## config.mk

```make
export PLATFORM = sky130hd
export DESIGN_NAME = ram_arbiter_flat
export DESIGN_NICKNAME = d
export VERILOG_FILES = /design/src/rtl/ram_arbiter_if.sv /design/src/rtl/ram_arbiter.sv /design/src/flat_wrapper.sv
export SDC_FILE = /design/constraint.sdc
export NUM_CORES = 1
export LEC_CHECK = 0
export BUFFER_PORTS_ARGS = -buffer_cell sky130_fd_sc_hd__buf_2
export CORE_UTILIZATION = 45
export DETAILED_ROUTE_END_ITERATION = 10
export MAX_ROUTING_LAYER = met4
export PLACE_DENSITY = 0.79
export SLEW_MARGIN = 10
export SYNTH_ARGS = -nofsm -noshare
export SYNTH_HDL_FRONTEND = slang
export SYNTH_SLANG_ARGS = --single-unit
export TNS_END_PERCENT = 100
```

## constraint.sdc

```tcl
create_clock -name clk -period 2.3 [get_ports clk]
set_input_delay 0.23 -clock clk [delete_from_list [all_inputs] [get_ports clk]]
set_output_delay 0.23 -clock clk [all_outputs]
set_load 0.02 [all_outputs]
```

## src/rtl/ram_arbiter_if.sv

```systemverilog
// Bundle of both requester ports plus the RAM command/return bus for ram_arbiter.
// slave = arbiter side, master = client/RAM side.
interface ram_arbiter_if #(
    parameter int data_width    = 8,
    parameter int address_width = 8
);
    logic                     a_req;
    logic                     a_we;
    logic [address_width-1:0] a_address;
    logic [data_width-1:0]    a_data_in;
    logic                     a_gnt;
    logic [data_width-1:0]    a_data_out;
    logic                     a_rvalid;

    logic                     b_req;
    logic                     b_we;
    logic [address_width-1:0] b_address;
    logic [data_width-1:0]    b_data_in;
    logic                     b_gnt;
    logic [data_width-1:0]    b_data_out;
    logic                     b_rvalid;

    logic [address_width-1:0] ram_address;
    logic [data_width-1:0]    ram_data_in;
    logic                     ram_write_enable;
    logic [data_width-1:0]    ram_data_out;

    modport slave (
        input  a_req, a_we, a_address, a_data_in,
        input  b_req, b_we, b_address, b_data_in,
        input  ram_data_out,
        output a_gnt, a_data_out, a_rvalid,
        output b_gnt, b_data_out, b_rvalid,
        output ram_address, ram_data_in, ram_write_enable
    );

    modport master (
        output a_req, a_we, a_address, a_data_in,
        output b_req, b_we, b_address, b_data_in,
        output ram_data_out,
        input  a_gnt, a_data_out, a_rvalid,
        input  b_gnt, b_data_out, b_rvalid,
        input  ram_address, ram_data_in, ram_write_enable
    );
endinterface

```

## src/rtl/ram_arbiter.sv

```systemverilog
// Two-port arbiter in front of a single-port RAM with one-cycle read latency.
// ROUND_ROBIN_EN: alternate on contention; otherwise port A has fixed priority.
module ram_arbiter #(
    parameter int data_width    = 8,
    parameter int address_width = 8
) (
    input  logic         clk,
    input  logic         rst,
    ram_arbiter_if.slave bus
);
    typedef enum logic {PORT_A = 1'b0, PORT_B = 1'b1} port_e;

    logic                     w_a_gnt;
    logic                     w_b_gnt;
    logic                     w_xfer;
    port_e                    w_win;
    logic                     w_we;
    logic [address_width-1:0] w_addr;
    logic [data_width-1:0]    w_din;

    logic [address_width-1:0] r_ram_address;
    logic [data_width-1:0]    r_ram_data_in;
    logic                     r_ram_we;

    logic [2:1]               r_vld_pipe;
    port_e                    r_port1;
    port_e                    r_port2;

    logic [data_width-1:0]    r_a_data_out;
    logic [data_width-1:0]    r_b_data_out;
    logic                     r_a_rvalid;
    logic                     r_b_rvalid;

`ifdef ROUND_ROBIN_EN
    port_e r_last;

    always_comb begin
        w_a_gnt = bus.a_req & (~bus.b_req | (r_last == PORT_B));
        w_b_gnt = bus.b_req & (~bus.a_req | (r_last == PORT_A));
    end

    always_ff @(posedge clk or posedge rst) begin
        if (rst)
            r_last <= PORT_B;
        else if (w_xfer)
            r_last <= w_win;
    end
`else
    always_comb begin
        w_a_gnt = bus.a_req;
        w_b_gnt = bus.b_req & ~bus.a_req;
    end
`endif

    always_comb begin
        w_xfer = w_a_gnt | w_b_gnt;
        w_win  = w_b_gnt ? PORT_B : PORT_A;
        w_we   = w_b_gnt ? bus.b_we      : bus.a_we;
        w_addr = w_b_gnt ? bus.b_address : bus.a_address;
        w_din  = w_b_gnt ? bus.b_data_in : bus.a_data_in;
    end

    // Address and write data hold between transfers; only the strobe drops.
    always_ff @(posedge clk or posedge rst) begin
        if (rst) begin
            r_ram_address <= '0;
            r_ram_data_in <= '0;
            r_ram_we      <= 1'b0;
        end else if (w_xfer) begin
            r_ram_address <= w_addr;
            r_ram_data_in <= w_din;
            r_ram_we      <= w_we;
        end else begin
            r_ram_we      <= 1'b0;
        end
    end

    // Stage 1 tracks the command at the RAM input, stage 2 the RAM output.
    always_ff @(posedge clk or posedge rst) begin
        if (rst) begin
            r_vld_pipe <= '0;
            r_port1    <= PORT_A;
            r_port2    <= PORT_A;
        end else begin
            r_vld_pipe[1] <= w_xfer & ~w_we;
            r_port1       <= w_win;
            r_vld_pipe[2] <= r_vld_pipe[1];
            r_port2       <= r_port1;
        end
    end

    always_ff @(posedge clk or posedge rst) begin
        if (rst) begin
            r_a_rvalid   <= 1'b0;
            r_b_rvalid   <= 1'b0;
            r_a_data_out <= '0;
            r_b_data_out <= '0;
        end else begin
            r_a_rvalid <= r_vld_pipe[2] & (r_port2 == PORT_A);
            r_b_rvalid <= r_vld_pipe[2] & (r_port2 == PORT_B);
            if (r_vld_pipe[2] && r_port2 == PORT_A)
                r_a_data_out <= bus.ram_data_out;
            if (r_vld_pipe[2] && r_port2 == PORT_B)
                r_b_data_out <= bus.ram_data_out;
        end
    end

    assign bus.a_gnt            = w_a_gnt;
    assign bus.b_gnt            = w_b_gnt;
    assign bus.a_rvalid         = r_a_rvalid;
    assign bus.b_rvalid         = r_b_rvalid;
    assign bus.a_data_out       = r_a_data_out;
    assign bus.b_data_out       = r_b_data_out;
    assign bus.ram_address      = r_ram_address;
    assign bus.ram_data_in      = r_ram_data_in;
    assign bus.ram_write_enable = r_ram_we;
endmodule

```

## src/flat_wrapper.sv

```systemverilog
// flat-port wrapper written by rule: the top's interface ports become plain ports
module ram_arbiter_flat 
#(
    parameter int data_width    = 8,
    parameter int address_width = 8
)
  (clk, rst, bus_a_req, bus_a_we, bus_a_address, bus_a_data_in, bus_b_req, bus_b_we, bus_b_address, bus_b_data_in, bus_ram_data_out, bus_a_gnt, bus_a_data_out, bus_a_rvalid, bus_b_gnt, bus_b_data_out, bus_b_rvalid, bus_ram_address, bus_ram_data_in, bus_ram_write_enable);
  ram_arbiter_if #(.data_width(data_width), .address_width(address_width)) bus_i ();
  input  logic clk;
  input  logic rst;
  input wire logic [$bits(bus_i.a_req)-1:0] bus_a_req;
  input wire logic [$bits(bus_i.a_we)-1:0] bus_a_we;
  input wire logic [$bits(bus_i.a_address)-1:0] bus_a_address;
  input wire logic [$bits(bus_i.a_data_in)-1:0] bus_a_data_in;
  input wire logic [$bits(bus_i.b_req)-1:0] bus_b_req;
  input wire logic [$bits(bus_i.b_we)-1:0] bus_b_we;
  input wire logic [$bits(bus_i.b_address)-1:0] bus_b_address;
  input wire logic [$bits(bus_i.b_data_in)-1:0] bus_b_data_in;
  input wire logic [$bits(bus_i.ram_data_out)-1:0] bus_ram_data_out;
  output wire logic [$bits(bus_i.a_gnt)-1:0] bus_a_gnt;
  output wire logic [$bits(bus_i.a_data_out)-1:0] bus_a_data_out;
  output wire logic [$bits(bus_i.a_rvalid)-1:0] bus_a_rvalid;
  output wire logic [$bits(bus_i.b_gnt)-1:0] bus_b_gnt;
  output wire logic [$bits(bus_i.b_data_out)-1:0] bus_b_data_out;
  output wire logic [$bits(bus_i.b_rvalid)-1:0] bus_b_rvalid;
  output wire logic [$bits(bus_i.ram_address)-1:0] bus_ram_address;
  output wire logic [$bits(bus_i.ram_data_in)-1:0] bus_ram_data_in;
  output wire logic [$bits(bus_i.ram_write_enable)-1:0] bus_ram_write_enable;
  assign bus_i.a_req = bus_a_req;
  assign bus_i.a_we = bus_a_we;
  assign bus_i.a_address = bus_a_address;
  assign bus_i.a_data_in = bus_a_data_in;
  assign bus_i.b_req = bus_b_req;
  assign bus_i.b_we = bus_b_we;
  assign bus_i.b_address = bus_b_address;
  assign bus_i.b_data_in = bus_b_data_in;
  assign bus_i.ram_data_out = bus_ram_data_out;
  assign bus_a_gnt = bus_i.a_gnt;
  assign bus_a_data_out = bus_i.a_data_out;
  assign bus_a_rvalid = bus_i.a_rvalid;
  assign bus_b_gnt = bus_i.b_gnt;
  assign bus_b_data_out = bus_i.b_data_out;
  assign bus_b_rvalid = bus_i.b_rvalid;
  assign bus_ram_address = bus_i.ram_address;
  assign bus_ram_data_in = bus_i.ram_data_in;
  assign bus_ram_write_enable = bus_i.ram_write_enable;
  ram_arbiter #(.data_width(data_width), .address_width(address_width)) u_core (.clk(clk), .rst(rst), .bus(bus_i));
endmodule
```

== Yosys cells after proc, flatten, opt, wreduce, memory -nomap -nowiden ==
Cells that the tools add are included.
Storage, ports and cells
  register bits after elaboration: 39
  input port bits: 46
  output and inout port bits: 37
  logic and storage cells: 25
Operators by class
  muxes and demuxes: 5
  bitwise gates (word level): 8
  reductions and logical operators: 2
Operators with widths (count)
  2-to-1 mux 8 bit: 2
  bitwise AND 1 bit: 4
  2-to-1 mux 1 bit: 3
  NOT 1 bit: 3
  logical AND 1 bit: 2
  bitwise OR 1 bit: 1

== Depth between registers and ports, before layout ==
  depth after elaboration: 5
  gate-level depth with buffers: 4

== Worst setup path after synthesis ==
OpenSTA, ideal clock, no wires.
  kind: reg-to-reg
  from: reg u_core.r_port2
  to: reg u_core.r_a_data_out[0] (netlist: u_core.bus.a_data_out[0])
  setup time: 0.125 ns
  arrival time: 0.944 ns
  data required time: 2.175 ns
  setup slack: 1.231 ns
  stages on the path, launching flop included: 4
  period minus slack after synthesis: 1.069 ns
  cells stage by stage: dfrtp_1 nor2b_4 buf_6 mux2_4
Between the ends
  longest elaborated chain between the ends: 2
Ends and longest elaborated chain
  start: declaration: RTL line ram_arbiter.sv:27  | port_e r_port2;
  start signal: assignment: RTL line ram_arbiter.sv:88  | r_port2 <= r_port1;
  NOT 1 bit: RTL line ram_arbiter.sv:101  | if (r_vld_pipe[2] && r_port2 == PORT_A)
  logical AND 1 bit: RTL line ram_arbiter.sv:101
  end signal: assignment: RTL line ram_arbiter.sv:102  | r_a_data_out <= bus.ram_data_out;
  end: declaration: RTL line ram_arbiter.sv:29  | logic [data_width-1:0] r_a_data_out;
Every way passes these cells.
A chain may end at the register's enable or synchronous reset.

== Worst setup path after layout ==
  from: in bus_b_req
  to: out bus_b_gnt
Between the ends
  longest elaborated chain between the ends: 1
Ends and longest elaborated chain
  start: declaration: RTL line flat_wrapper.sv:15  | input wire logic [$bits(bus_i.b_req)-1:0] bus_b_req;
  bitwise AND 1 bit: RTL line ram_arbiter.sv:51  | w_b_gnt = bus.b_req & ~bus.a_req;
  end: declaration: RTL line flat_wrapper.sv:23  | output wire logic [$bits(bus_i.b_gnt)-1:0] bus_b_gnt;
Every way passes these cells.

==> flow_summary.json <==
{
  "status": "finished, final reports clean",
  "seq_area_um2": 976,
  "clockBufferDepth": 2,
  "critPathTopFamily": "buffers and inverters",
  "post-route-util_pct": 62.5,
  "min_period_ns": 1.33,
  "root_buffer": "clkbuf_4",
  "drt_wl_total_um": 2910,
  "die_x_um": 61.9,
  "cpMostUsedCell": "buf_2",
  "port-buffer-count": 82,
  "crit_type": "primary input to output pin",
  "tightest_slew_ns": 0.541,
  "drtIter0Drc": 43,
  "placed_area_mm2": 0.00202,
  "skew_ns": 0.00436,
  "ir_worst_vdd_uv": 350,
  "p_leak_nw": 1.15,
  "multi_input_area_um2": 557,
  "drc": 0,
  "syn-num-nets": 166,
  "synth_area_mm2": 0.00161,
  "synthCells": 120,
  "htree_levels": 2,
  "min_path_type": "primary input to flip-flop",
  "grt_pass1_vias": 1034,
  "postSynthAreaPerCell_um2": 13.4,
  "fin_crit_sh_pct": 57.8,
  "start_kind": "primary input",
  "io_pins": 83,
  "final_common_cell": "buf_2",
  "placed_cells": 241,
  "path_cells": "buf_2, nor2b_2, buf_2",
  "final_nets": 249,
  "ys_types": 17,
  "grtUsageMet3_pct": 7.04,
  "clk_latency_ns": 0.33,
  "drv_cap": 0,
  "use_met1_pct": 21.1,
  "vias": 1154,
  "die_h_um": 61.9,
  "post-dp-hpwl_um": 2130,
  "synth_seq_cells": 39,
  "antenna_found_initial": 0,
  "pwr-share-clk_pct": 27.5,
  "slowest_delay_ns": 0.39,
  "worstPathArrival_ns": 1.10,
  "setup_viol": 0,
  "ys_seq_area_share_pct": 60.5,
  "track_usage_pct": 17.8,
  "reg2reg_setup_slack_ns": 1.12,
  "cp_data_required_time_ns": 2.07,
  "hold_violations": 0,
  "routedWlPerCell_um": 11.6,
  "post_cts_resized": 0,
  "hold_slack_ns": 0.0917,
  "end_kind": "output pin",
  "core_mm2": 0.00339,
  "busiest_layer": "met2",
  "grt-ovfl-total": 0,
  "num_rows": 21,
  "setup_slack_ns": 0.972,
  "place_ws_ns": 0.948,
  "start_util_pct": 47.6,
  "maxSlewHeadroom_pct": 63.9,
  "drt-vias-per-instance": 4.62,
  "cp_slowest_cell": "buf_2",
  "first_pass_iters": 3,
  "cts_buffers": 5,
  "slew_viol_final": 0,
  "yosys_warnings": 0,
  "cts_setup_buffers": 0,
  "antenna-diode-count": 0,
  "cp_max_fo": 17,
  "grt_util_met2_pct": 26.9,
  "drive_gt1_share_pct": 53.9,
  "power_frac_seq_pct": 48.6,
  "place.gp.congestion": 0.675,
  "dieArea_mm2": 0.00383,
  "grt_pass1_wl_um": 4550,
  "postLayoutCellArea_mm2": 0.00212,
  "max_freq_mhz": 753,
  "p_int_mw": 1.21,
  "switchingPower_mw": 0.482,
  "cellPowerDensity_mw_per_mm2": 800,
  "clkTransAtPathRegs_ns": 0.11,
  "cts_tree": "built",
  "layout_common_cells": "buf_2 (82), dfrtp_1 (39), mux2i_1 (16), nand2_1 (16), o21ai_1 (10)",
  "nFillCells": 292,
  "combPwrFrac_pct": 23.9,
  "fin_cells": 250,
  "fin_total_pwr_mw": 1.70,
  "clock-sinks": 39,
  "final_antenna_net_count": 0,
  "worst-path-buf-inv": 2,
  "power_switching_share_pct": 28.4,
  "grt_max_degree": 40,
  "tns_ns": 0,
  "cts_hold_buf": 1,
  "rsz0062_at_grt": "false",
  "area_growth_pct": 31.4
}
-- worst paths after layout --
path,from,to,cells past startpoint
min in group asynchronous,rst,u_core.bus.b_data_out[6],4
max in group asynchronous,rst,u_core.bus.a_data_out[1],4
hold reg to reg,u_core.r_port1,u_core.r_port2,0
setup / recovery,bus_b_req,bus_b_gnt,3
setup reg to reg,u_core.r_port2,u_core.bus.a_data_out[7],2
hold / removal,bus_a_address[0],u_core.bus.ram_address[0],3
-- routing by layer --
| metal | vias to the layer above | share of wire (%) |
|---|---|---|
| met3 | 6 | 8.5 |
| met5 | - | 0 |
| met2 | 62 | 46 |
| met1 | 516 | 44 |
| li1 | 570 | - |
| met4 | 0 | 1.7 |
-- cell usage after synthesis --
cell	n	share of area (%)
inv_1	4	0.93
nor2b_4	1	0.85
o21ai_1	10	3.1
mux2_4	8	7.4
buf_4	1	0.47
clkbuf_2	1	0.31
nand2_1	16	3.7
dfrtp_1	39	61
o21ai_0	6	1.9
buf_6	2	1.4
mux2i_1	16	9.9
buf_8	1	0.93
nor2b_2	1	0.54
a22o_1	2	1.1
nand2_2	1	0.39
mux2_2	8	5.6
buf_2	3	0.93
-- registers in the layout, summed over array words and instances (netlist names) --
signal,flops
u_core.r_port1,1
u_core.r_port2,1
u_core.bus.ram_address,8
u_core.bus.ram_data_in,8
u_core.r_vld_pipe,2
u_core.bus.ram_write_enable,1
u_core.bus.b_rvalid,1
u_core.bus.a_rvalid,1
u_core.bus.b_data_out,8
u_core.bus.a_data_out,8
-- cells by family after synthesis --
group,after synthesis,share of synthesized area [%]
compound gates,18,6.05
buf+inv,12,4.96
flops,39,60.5
mux,32,23.0
simple gates,19,5.51
-- worst min-delay path, cell delays in order --
cell and delay [ns]:
buf_2 0.07, nand2_1 0.04, o21ai_1 0.06
-- layout make-up --
| class | count | share of cell area [%] |
|---|---|---|
| inverters | 4 | 0.708 |
| well taps | 46 | 2.72 |
| clock buffers | 6 | 2.42 |
| multi-input cells | 69 | 26.3 |
| repair buffers | 84 | 20.2 |
| flip-flops and latches | 39 | 46.0 |
| clock inverters | 2 | 1.65 |
-- power by group through the flow --
stage / Combinational, mW / Clock [mW] / Sequential, mW
floorplan: 0.154 / 0 / 0.947
global placement: 0.402 / 0 / 0.837
detailed placement: 0.411 / 0 / 0.837
CTS: 0.411 / 0.485 / 0.826
global route: 0.450 / 0.520 / 0.839
finish: 0.405 / 0.466 / 0.825
Note: power is estimated with default switching activity, not from simulation.
